## config.mk

```make
export PLATFORM = sky130hd
export DESIGN_NAME = logic_reduce_ctrl
export DESIGN_NICKNAME = d
export VERILOG_FILES = /design/src/rtl/logic_ops_pkg.sv /design/src/rtl/logic_reduce_sel.sv /design/src/rtl/logic_reduce_ctrl.sv
export SDC_FILE = /design/constraint.sdc
export NUM_CORES = 1
export LEC_CHECK = 0
export ABC_AREA = 1
export BUFFER_PORTS_ARGS = -buffer_cell sky130_fd_sc_hd__buf_2
export CAP_MARGIN = 20
export CORE_ASPECT_RATIO = 0.8
export CORE_UTILIZATION = 30
export DETAILED_ROUTE_END_ITERATION = 10
export PLACE_DENSITY = 0.51
export SLEW_MARGIN = 20
export SYNTH_ARGS = -nofsm -noshare
export SYNTH_HDL_FRONTEND = slang
export SYNTH_SLANG_ARGS = --single-unit
```

## constraint.sdc

```tcl
create_clock -name clk -period 1.45 [get_ports clk]
set_input_delay 0.0725 -clock clk [delete_from_list [all_inputs] [get_ports clk]]
set_output_delay 0.0725 -clock clk [all_outputs]
set_load 0.1 [all_outputs]
```

## src/rtl/logic_ops_pkg.sv

```systemverilog
// ---------------------------------------------------------------------------
// logic_ops_pkg
//   Shared definitions for the logic-slice reduction controller:
//     - op encodings driven on the controller's op port
//     - FSM state encodings for logic_reduce_ctrl
//     - per-op identity fill bit (the value every bit of operand A takes so
//       that folding the first word through a slice returns the word itself)
// ---------------------------------------------------------------------------
package logic_ops_pkg;

    localparam logic [1:0] OP_OR   = 2'b00;
    localparam logic [1:0] OP_AND  = 2'b01;
    localparam logic [1:0] OP_XOR  = 2'b10;
    localparam logic [1:0] OP_RSVD = 2'b11;

    typedef enum logic [1:0] {
        ST_IDLE  = 2'd0,
        ST_ACCUM = 2'd1,
        ST_HOLD  = 2'd2
    } state_t;

    // Identity fill bits: OR and XOR fold against zero, AND against all-ones.
    // The reserved op discards its result, so zero is as good as anything.
    localparam logic ID_OR   = 1'b0;
    localparam logic ID_AND  = 1'b1;
    localparam logic ID_XOR  = 1'b0;
    localparam logic ID_RSVD = 1'b0;

    function automatic logic id_fill(input logic [1:0] op);
        logic f;
        case (op)
            OP_OR:   f = ID_OR;
            OP_AND:  f = ID_AND;
            OP_XOR:  f = ID_XOR;
            default: f = ID_RSVD;
        endcase
        return f;
    endfunction

endpackage

```

## src/rtl/logic_reduce_sel.sv

```systemverilog
// ---------------------------------------------------------------------------
// logic_reduce_sel
//   Combinational steering between the controller and the external logic
//   slices. Chooses operand A (identity of the live op on the first beat,
//   the accumulator afterwards) and picks the slice result for the op in
//   force on this beat.
//
// Ports:
//   first    in  1      beat is the first of a packet (controller idle)
//   op_live  in  2      op presented on the port this cycle
//   op_held  in  2      op captured on the first beat of the packet
//   acc      in  WIDTH  current accumulator
//   or_res   in  WIDTH  OR slice result
//   and_res  in  WIDTH  AND slice result
//   xor_res  in  WIDTH  XOR slice result
//   slice_a  out WIDTH  operand A for the slices
//   result   out WIDTH  selected result (zero for the reserved op)
// ---------------------------------------------------------------------------
module logic_reduce_sel
    import logic_ops_pkg::*;
#(
    parameter int WIDTH = 4
) (
    input  logic             first,
    input  logic [1:0]       op_live,
    input  logic [1:0]       op_held,
    input  logic [WIDTH-1:0] acc,
    input  logic [WIDTH-1:0] or_res,
    input  logic [WIDTH-1:0] and_res,
    input  logic [WIDTH-1:0] xor_res,
    output logic [WIDTH-1:0] slice_a,
    output logic [WIDTH-1:0] result
);

    logic [1:0] eff_op;

    always_comb begin
        eff_op  = first ? op_live : op_held;
        slice_a = first ? {WIDTH{id_fill(op_live)}} : acc;
        case (eff_op)
            OP_OR:   result = or_res;
            OP_AND:  result = and_res;
            OP_XOR:  result = xor_res;
            default: result = '0;
        endcase
    end

endmodule

```

## src/rtl/logic_reduce_ctrl.sv

```systemverilog
// ---------------------------------------------------------------------------
// logic_reduce_ctrl
//   Streams a packet of WIDTH-bit words through the external OR/AND/XOR
//   logic slices, folding each word into an accumulator, then presents the
//   reduced word, the saturating beat count and a reserved-op error flag on
//   an output valid/ready port.
//
// Optional feature: define LOGIC_REDUCE_PARITY_EN to add out_parity, the XOR
// of all bits of out_data.
//
// Ports:
//   clk           in  1      clock, rising edge
//   rst_n         in  1      asynchronous active-low reset
//   op            in  2      00 OR, 01 AND, 10 XOR, 11 reserved; first beat
//   in_valid      in  1      input word valid
//   in_ready      out 1      controller can accept a word
//   in_data       in  WIDTH  operand word
//   in_last       in  1      final word of packet
//   slice_a       out WIDTH  operand A to slices
//   slice_b       out WIDTH  operand B to slices (in_data)
//   slice_or_res  in  WIDTH  OR slice result
//   slice_and_res in  WIDTH  AND slice result
//   slice_xor_res in  WIDTH  XOR slice result
//   out_valid     out 1      reduced result valid
//   out_ready     in  1      downstream accepts result
//   out_data      out WIDTH  reduced result
//   out_count     out CNT_W  words in packet, saturating
//   out_err       out 1      packet used the reserved op
//   out_parity    out 1      XOR of out_data bits (LOGIC_REDUCE_PARITY_EN)
// ---------------------------------------------------------------------------
module logic_reduce_ctrl
    import logic_ops_pkg::*;
#(
    parameter int WIDTH = 4,
    parameter int CNT_W = 8
) (
    input  logic             clk,
    input  logic             rst_n,
    input  logic [1:0]       op,
    input  logic             in_valid,
    output logic             in_ready,
    input  logic [WIDTH-1:0] in_data,
    input  logic             in_last,
    output logic [WIDTH-1:0] slice_a,
    output logic [WIDTH-1:0] slice_b,
    input  logic [WIDTH-1:0] slice_or_res,
    input  logic [WIDTH-1:0] slice_and_res,
    input  logic [WIDTH-1:0] slice_xor_res,
    output logic             out_valid,
    input  logic             out_ready,
    output logic [WIDTH-1:0] out_data,
    output logic [CNT_W-1:0] out_count,
    output logic             out_err
`ifdef LOGIC_REDUCE_PARITY_EN
    ,
    output logic             out_parity
`endif
);

    state_t           state_q, state_d;
    logic [WIDTH-1:0] acc_p1;
    logic [CNT_W-1:0] count_p1;
    logic             err_p1;
    logic [1:0]       op_p1;
    logic             first;
    logic             accept;
    logic [WIDTH-1:0] result;
`ifdef LOGIC_REDUCE_PARITY_EN
    logic             parity_p1;
`endif

    function automatic logic [CNT_W-1:0] sat_inc(input logic [CNT_W-1:0] c);
        return (c == {CNT_W{1'b1}}) ? c : c + CNT_W'(1);
    endfunction

    // Accept is derived from state directly (not from in_ready) so the
    // output block below has no combinational loop through in_ready.
    assign first   = (state_q == ST_IDLE);
    assign accept  = in_valid & rst_n & (state_q != ST_HOLD);
    assign slice_b = in_data;

    logic_reduce_sel #(
        .WIDTH (WIDTH)
    ) u_sel (
        .first   (first),
        .op_live (op),
        .op_held (op_p1),
        .acc     (acc_p1),
        .or_res  (slice_or_res),
        .and_res (slice_and_res),
        .xor_res (slice_xor_res),
        .slice_a (slice_a),
        .result  (result)
    );

    // ---- stage p1: accumulator, counter, captured op and error ----
    always_ff @(posedge clk or negedge rst_n) begin
        if (!rst_n) begin
            acc_p1    <= '0;
            count_p1  <= '0;
            err_p1    <= 1'b0;
            op_p1     <= OP_OR;
`ifdef LOGIC_REDUCE_PARITY_EN
            parity_p1 <= 1'b0;
`endif
        end else if (accept) begin
            acc_p1    <= result;
`ifdef LOGIC_REDUCE_PARITY_EN
            parity_p1 <= ^result;
`endif
            if (first) begin
                op_p1    <= op;
                count_p1 <= CNT_W'(1);
                err_p1   <= (op == OP_RSVD);
            end else begin
                count_p1 <= sat_inc(count_p1);
            end
        end
    end

    always_ff @(posedge clk or negedge rst_n) begin
        if (!rst_n) state_q <= ST_IDLE;
        else        state_q <= state_d;
    end

    always_comb begin
        state_d   = state_q;
        in_ready  = 1'b0;
        out_valid = 1'b0;
        out_data  = '0;
        out_count = '0;
        out_err   = 1'b0;
`ifdef LOGIC_REDUCE_PARITY_EN
        out_parity = 1'b0;
`endif
        case (state_q)
            ST_IDLE: begin
                in_ready = rst_n;
                if (accept) state_d = in_last ? ST_HOLD : ST_ACCUM;
            end
            ST_ACCUM: begin
                in_ready = rst_n;
                if (accept && in_last) state_d = ST_HOLD;
            end
            ST_HOLD: begin
                // in_ready stays low: the out_ready cycle never accepts.
                out_valid = 1'b1;
                out_data  = acc_p1;
                out_count = count_p1;
                out_err   = err_p1;
`ifdef LOGIC_REDUCE_PARITY_EN
                out_parity = parity_p1;
`endif
                if (out_ready) state_d = ST_IDLE;
            end
            default: state_d = ST_IDLE;
        endcase
    end

endmodule

```

Word-level counts from Yosys, hierarchy flattened

Cells that the tools add are included.

Bits in latches: 0
Output and inout bits: 23
Bits in registers: 17
Logic and storage cells: 43
Bits of input ports: 23
Bits in writable memories: 0
Memory bits (read-only): 0
Memories kept: 0

$add $sub $neg: 1
Reductions and logical operators: 7
Bitwise logic cells: 2
Equal/unequal tests: 12
$mul: 0
Div/mod/pow operators: 0
Shifts and indexed selects: 0
Mux-type cells: 16
$lt $le $gt $ge: 0

Operators with widths:

| cell                                                  | number |
|---|---|
| two-way mux 8 bit                                     | 3 |
| case mux 4 bit (3 select lines)                       | 1 |
| two-way mux 2 bit                                     | 5 |
| adder 8 x 1 -> 8 bit, second input constant           | 1 |
| equality test 8 bit, second input constant            | 1 |
| two-way mux 4 bit                                     | 2 |
| inequality test 2 bit, second input constant          | 4 |
| equality test 2 x 1 -> 1 bit, second input constant   | 3 |
| equality test 2 bit, second input constant            | 3 |
| case mux 2 bit (3 select lines)                       | 1 |
| logical NOT 2 bit                                     | 2 |
| two-way mux 1 bit                                     | 4 |
| AND reduction 2 bit                                   | 2 |
| AND reduction 3 bit                                   | 1 |
| AND 1 bit                                             | 2 |
| inequality test 2 x 1 -> 1 bit, second input constant | 1 |
| OR reduction 2 bit                                    | 1 |
| logical AND 1 bit                                     | 1 |

Logic depth before layout (Yosys ltp)

Word-level depth: 5
Mapped depth: 9
Gate-level depth less buffers: 8

Hierarchy

A second synthesis with hierarchy kept.

Cell total of the unflattened synthesis: 181
Area total of the unflattened synthesis: 1191.1 µm²

By module, submodules not included:

| module            | instances | area an instance (µm²) | cells each | seq. area each (µm²) |
|---|---|---|---|---|
| logic_reduce_ctrl | 1         | 1002.2                 | 139        | 425.4 |
| logic_reduce_sel  | 1         | 188.9                  | 42         | 0.0 |

Worst setup path after synthesis

OpenSTA, ideal clock, no wires.

Kind: register to output
Start: reg state_q[0]
End: out slice_a[0]
Data arrival time: 2781 ps
Slack: -1404 ps
Stages on the path, launching flop included: 4
Cells stage by stage: dfrtp_1 nor2_2 buf_6 o21ai_0

Word-level cells in the longest chain between the ends: 2

RTL lines:

| item                   | RTL line                 | text |
|---|---|---|
| start, declared        | logic_reduce_ctrl.sv:60  | `state_t state_q, state_d;` |
| start signal, assigned | logic_reduce_ctrl.sv:123 | `else state_q <= state_d;` |
| logical NOT 2 bit      | logic_reduce_ctrl.sv:78  | `assign first = (state_q == ST_IDLE);` |
| two-way mux 4 bit      | logic_reduce_sel.sv:39   | `slice_a = first ? {WIDTH{id_fill(op_live)}} : acc;` |
| end, declared          | logic_reduce_ctrl.sv:44  | `output logic [WIDTH-1:0] slice_a,` |

Every way passes these cells.

Worst setup path in the final report

Start: reg state_q[0]
End: out out_count[1]

Word-level cells in the longest chain between the ends: 2

RTL lines:

| item                | RTL line                 | text |
|---|---|---|
| equality test 2 bit | logic_reduce_ctrl.sv:136 | `case (state_q)` |
| two-way mux 8 bit   | logic_reduce_ctrl.sv:136 |  |
| end, declared       | logic_reduce_ctrl.sv:52  | `output logic [CNT_W-1:0] out_count,` |

Every way passes these cells.

==> reports/summary.md <==
• power consumption: 4.33 mW
• synthesis-stage register bit count: 17
• cell count after placement: 271
• syn_nets: 204
• most common cell after layout, fill and taps aside: nand2_1
• number of maximum-capacitance constraint violations: 0
• CP Class: flip-flop to output port
• most congested layer reported by global routing: met1
• Crit-path slowest cell: dfrtp_2
• number of sinks on the clock net: 17
• global router's overall resource usage: 15.6%
• Max Fanout on Critical Path: 6
• setup repair after global routing missed its margin: true
• initial antenna violation count: 0
• initial core utilization: 32.4%
• Pwr Density: 2090 nW/um^2
• Worst slew margin: 45.9%
• cts bufs inserted: 3
• path type of the worst min-delay path: primary input to flip-flop
• HP Start: in_last
• Worst-path clk slew: 0.07 ns
• maximum clock frequency: 0.690 GHz
• global-route track usage on met3: 4.22%
• worst path required time: 1.38 ns
• nature of the critical path startpoint: flip-flop
• wire length of the first global-routing pass: 5180 um
• count of input and output buffers: 37
• first element of the critical path: state_q[0]$_DFFE_PN0P_
• maximum clock insertion buffer count: 2
• cell type group with the largest total delay on the critical path: buffers and inverters
• Wirelength per Cell: 11.8 um
• count of pins over their slew limit: 0
• via count of the first global-routing pass: 1,095
• run status: finished with violations
• Remaining Overflow, GRT: 0
• crit end category: output port
• number of cells traversed by the worst hold path: 4
• violated checks: negative setup slack
• launch point of the worst reg-to-reg path: state_q[1]$_DFFE_PN0P_
• cells along the critical path: inv_2 > nand2_2 > clkbuf_16 > nor2_4 > buf_12
• transition time at the pin with the least slew margin: 0.808 ns
• HPWL after detailed placement: 2360 um
• die span in x: 74.6 um
• overall routed net length: 3290 um
• Via-to-Cell Ratio: 4.59
• cells on worst reg2reg path: 8
• post-synthesis instance total: 180
• routability-driven placement congestion ratio: 0.771
• cell leakage power: 0.914 nW
• number of nets at the end of the flow: 250
• Global Route met1 Usage: 23.1%
• H-tree depth: 1
• Fill cells: 389
• logic depth of the worst path, buffers included: 5
• TritonCTS clock tree: built
• share of layout cells above drive strength 1: 46.2%
• # IOs: 46
• aggregate negative setup slack: -0.000321 ns
• number of standard-cell rows in the floorplan: 20
• number of diodes: 0
• final clock period utilization by the worst path: 100%
• Pre-Repair DR Iteration Count: 5
• count of different cell masters after synthesis: 25
• largest stage delay on the critical path: 0.45 ns
• vertical die dimension: 60.1 um
• maximum number of pins on one net before global-route repair: 18
• post-layout min period: 1.45 ns
• setup violators final: 1
• final hold vios: 0
• VDD IR max: 1.48 mV
• final critical-path setup slack: -0.000321 ns
• Mapped Avg Cell Area: 7.02 sq um
• Post-DRT Antenna Nets: 0
• via total after detailed routing: 1,286
• Worst Path Buf+Inv: 3
• commonest non-fill, non-tap cells in the layout: 39 x nand2_1, 23 x inv_1, 23 x nand3_1, 20 x buf_12, 18 x buf_2
• M2 GR Usage: 21.2%
• area enclosed by the die boundary: 4480 sq um
• initial DRC count: 89
• non-filler instance count after layout: 280
• portion of the post-synthesis area used by sequential elements: 33.7%
• worst setup skew after layout: 0.00448 ns
• post-detailed-route DRC marker count: 0
• total number of yosys warnings: 0
• core box area: 3900 sq um
• total standard cell area after synthesis: 1260 sq um
• arrival time at the worst endpoint: 1.38 ns
• Area growth syn-to-layout: 64.2%
• clock root buffer: clkbuf_8
• worst-skew pair later-pin latency: 0.26 ns
-- repair_timing --
action                                  CTS  global route
gates resized for setup                   6            19
hold endpoints to repair                 17             0
endpoints found under the setup margin   17            29
cloned                                    0             2
hold buffers                              1             0
buffers inserted                          1             1
pin swaps                                 1             3
-- final cells by class --
type                    count  area [sq um]  share of cell area [%]
repair buffers             48           586                    28.2
inverters                  27           101                    4.89
multi-input cells         129           845                    40.7
clock buffers               3          41.3                    1.99
clock inverters             1          5.00                   0.241
flip-flops and latches     17           428                    20.6
well taps                  55          68.8                    3.32
-- registers in the layout, summed over array words and instances, names as in the netlist --
register	count
acc_p1	4
count_p1	8
err_p1	1
op_p1	2
state_q	2
-- worst reg2reg max path, cell delays in order, from the launching register on --
cell and delay, ns:
dfrtp_2 0.46, inv_2 0.12, nand2_2 0.17, nand2_1 0.11, nand2_2 0.11, nand3_1 0.09, nand3_1 0.08, nand2_1 0.08
nand2_1 0.05
-- kinds of logic after synthesis --
logic type | after synthesis | synth area share [%]
simple gates | 102 | 38.9
flops | 17 | 33.7
buf+inv | 35 | 14.2
fa+ha+maj | 1 | 0.990
compound gates | 25 | 12.3
-- metal layers --
metal  up-vias  wire length, um
met4         0               26
met3         4              190
met5         -                0
met2        35             1420
li1        665                -
met1       582             1650
-- final timing paths --
path	to	slack [ns]
worst max register to register	acc_p1[0]$_DFFE_PN0P_	0.07
max in group asynchronous	state_q[1]$_DFFE_PN0P_	0.34
worst min-delay path	state_q[0]$_DFFE_PN0P_	0.1
min in group asynchronous	acc_p1[3]$_DFFE_PN0P_	0.56
worst min register to register	acc_p1[1]$_DFFE_PN0P_	0.48
worst max-delay path	out_count[1]	-0.0003
-- report_power, final --
group	switching, mW	internal (mW)
Combinational	2.09	1.13
Sequential	0.130	0.621
Clock	0.177	0.191
Total	2.39	1.94
-- Yosys cell counts --
cell type | instances | area (sq um)
buf_6 | 2 | 22.5
dfrtp_1 | 17 | 425
o21ai_2 | 7 | 61.3
ha_1 | 1 | 12.5
buf_4 | 4 | 30.0
nor3_1 | 1 | 5.00
nand2_4 | 3 | 33.8
o211ai_1 | 1 | 7.51
buf_12 | 1 | 20.0
nor2_2 | 1 | 6.26
inv_1 | 23 | 86.3
a21oi_1 | 3 | 15.0
nand2_2 | 9 | 56.3
o21ai_1 | 5 | 25.0
nor2_1 | 19 | 71.3
buf_2 | 1 | 5.00
o21ai_0 | 8 | 40.0
inv_2 | 4 | 15.0
nand3_1 | 25 | 125
or2_1 | 1 | 6.26
o22ai_1 | 1 | 6.26
nor2_4 | 1 | 11.3
nand2_1 | 40 | 150
nand4_1 | 1 | 6.26
nor2_8 | 1 | 20.0
-- metrics by stage --
step                      util [%]  hold slack [ns]  cell area, sq um  worst slack, ns
after floorplan                  -           -0.223              1350           -0.299
after global placement        47.6           0.0650              1860           0.0770
after detailed placement      47.6           0.0618              1860           0.0249
after CTS                     50.0            0.104              1950          -0.0112
after global routing          53.1            0.114              2070          -0.0535
final                         53.1           0.0980              2070        -0.000321
Power figures use the tool's default switching activity.
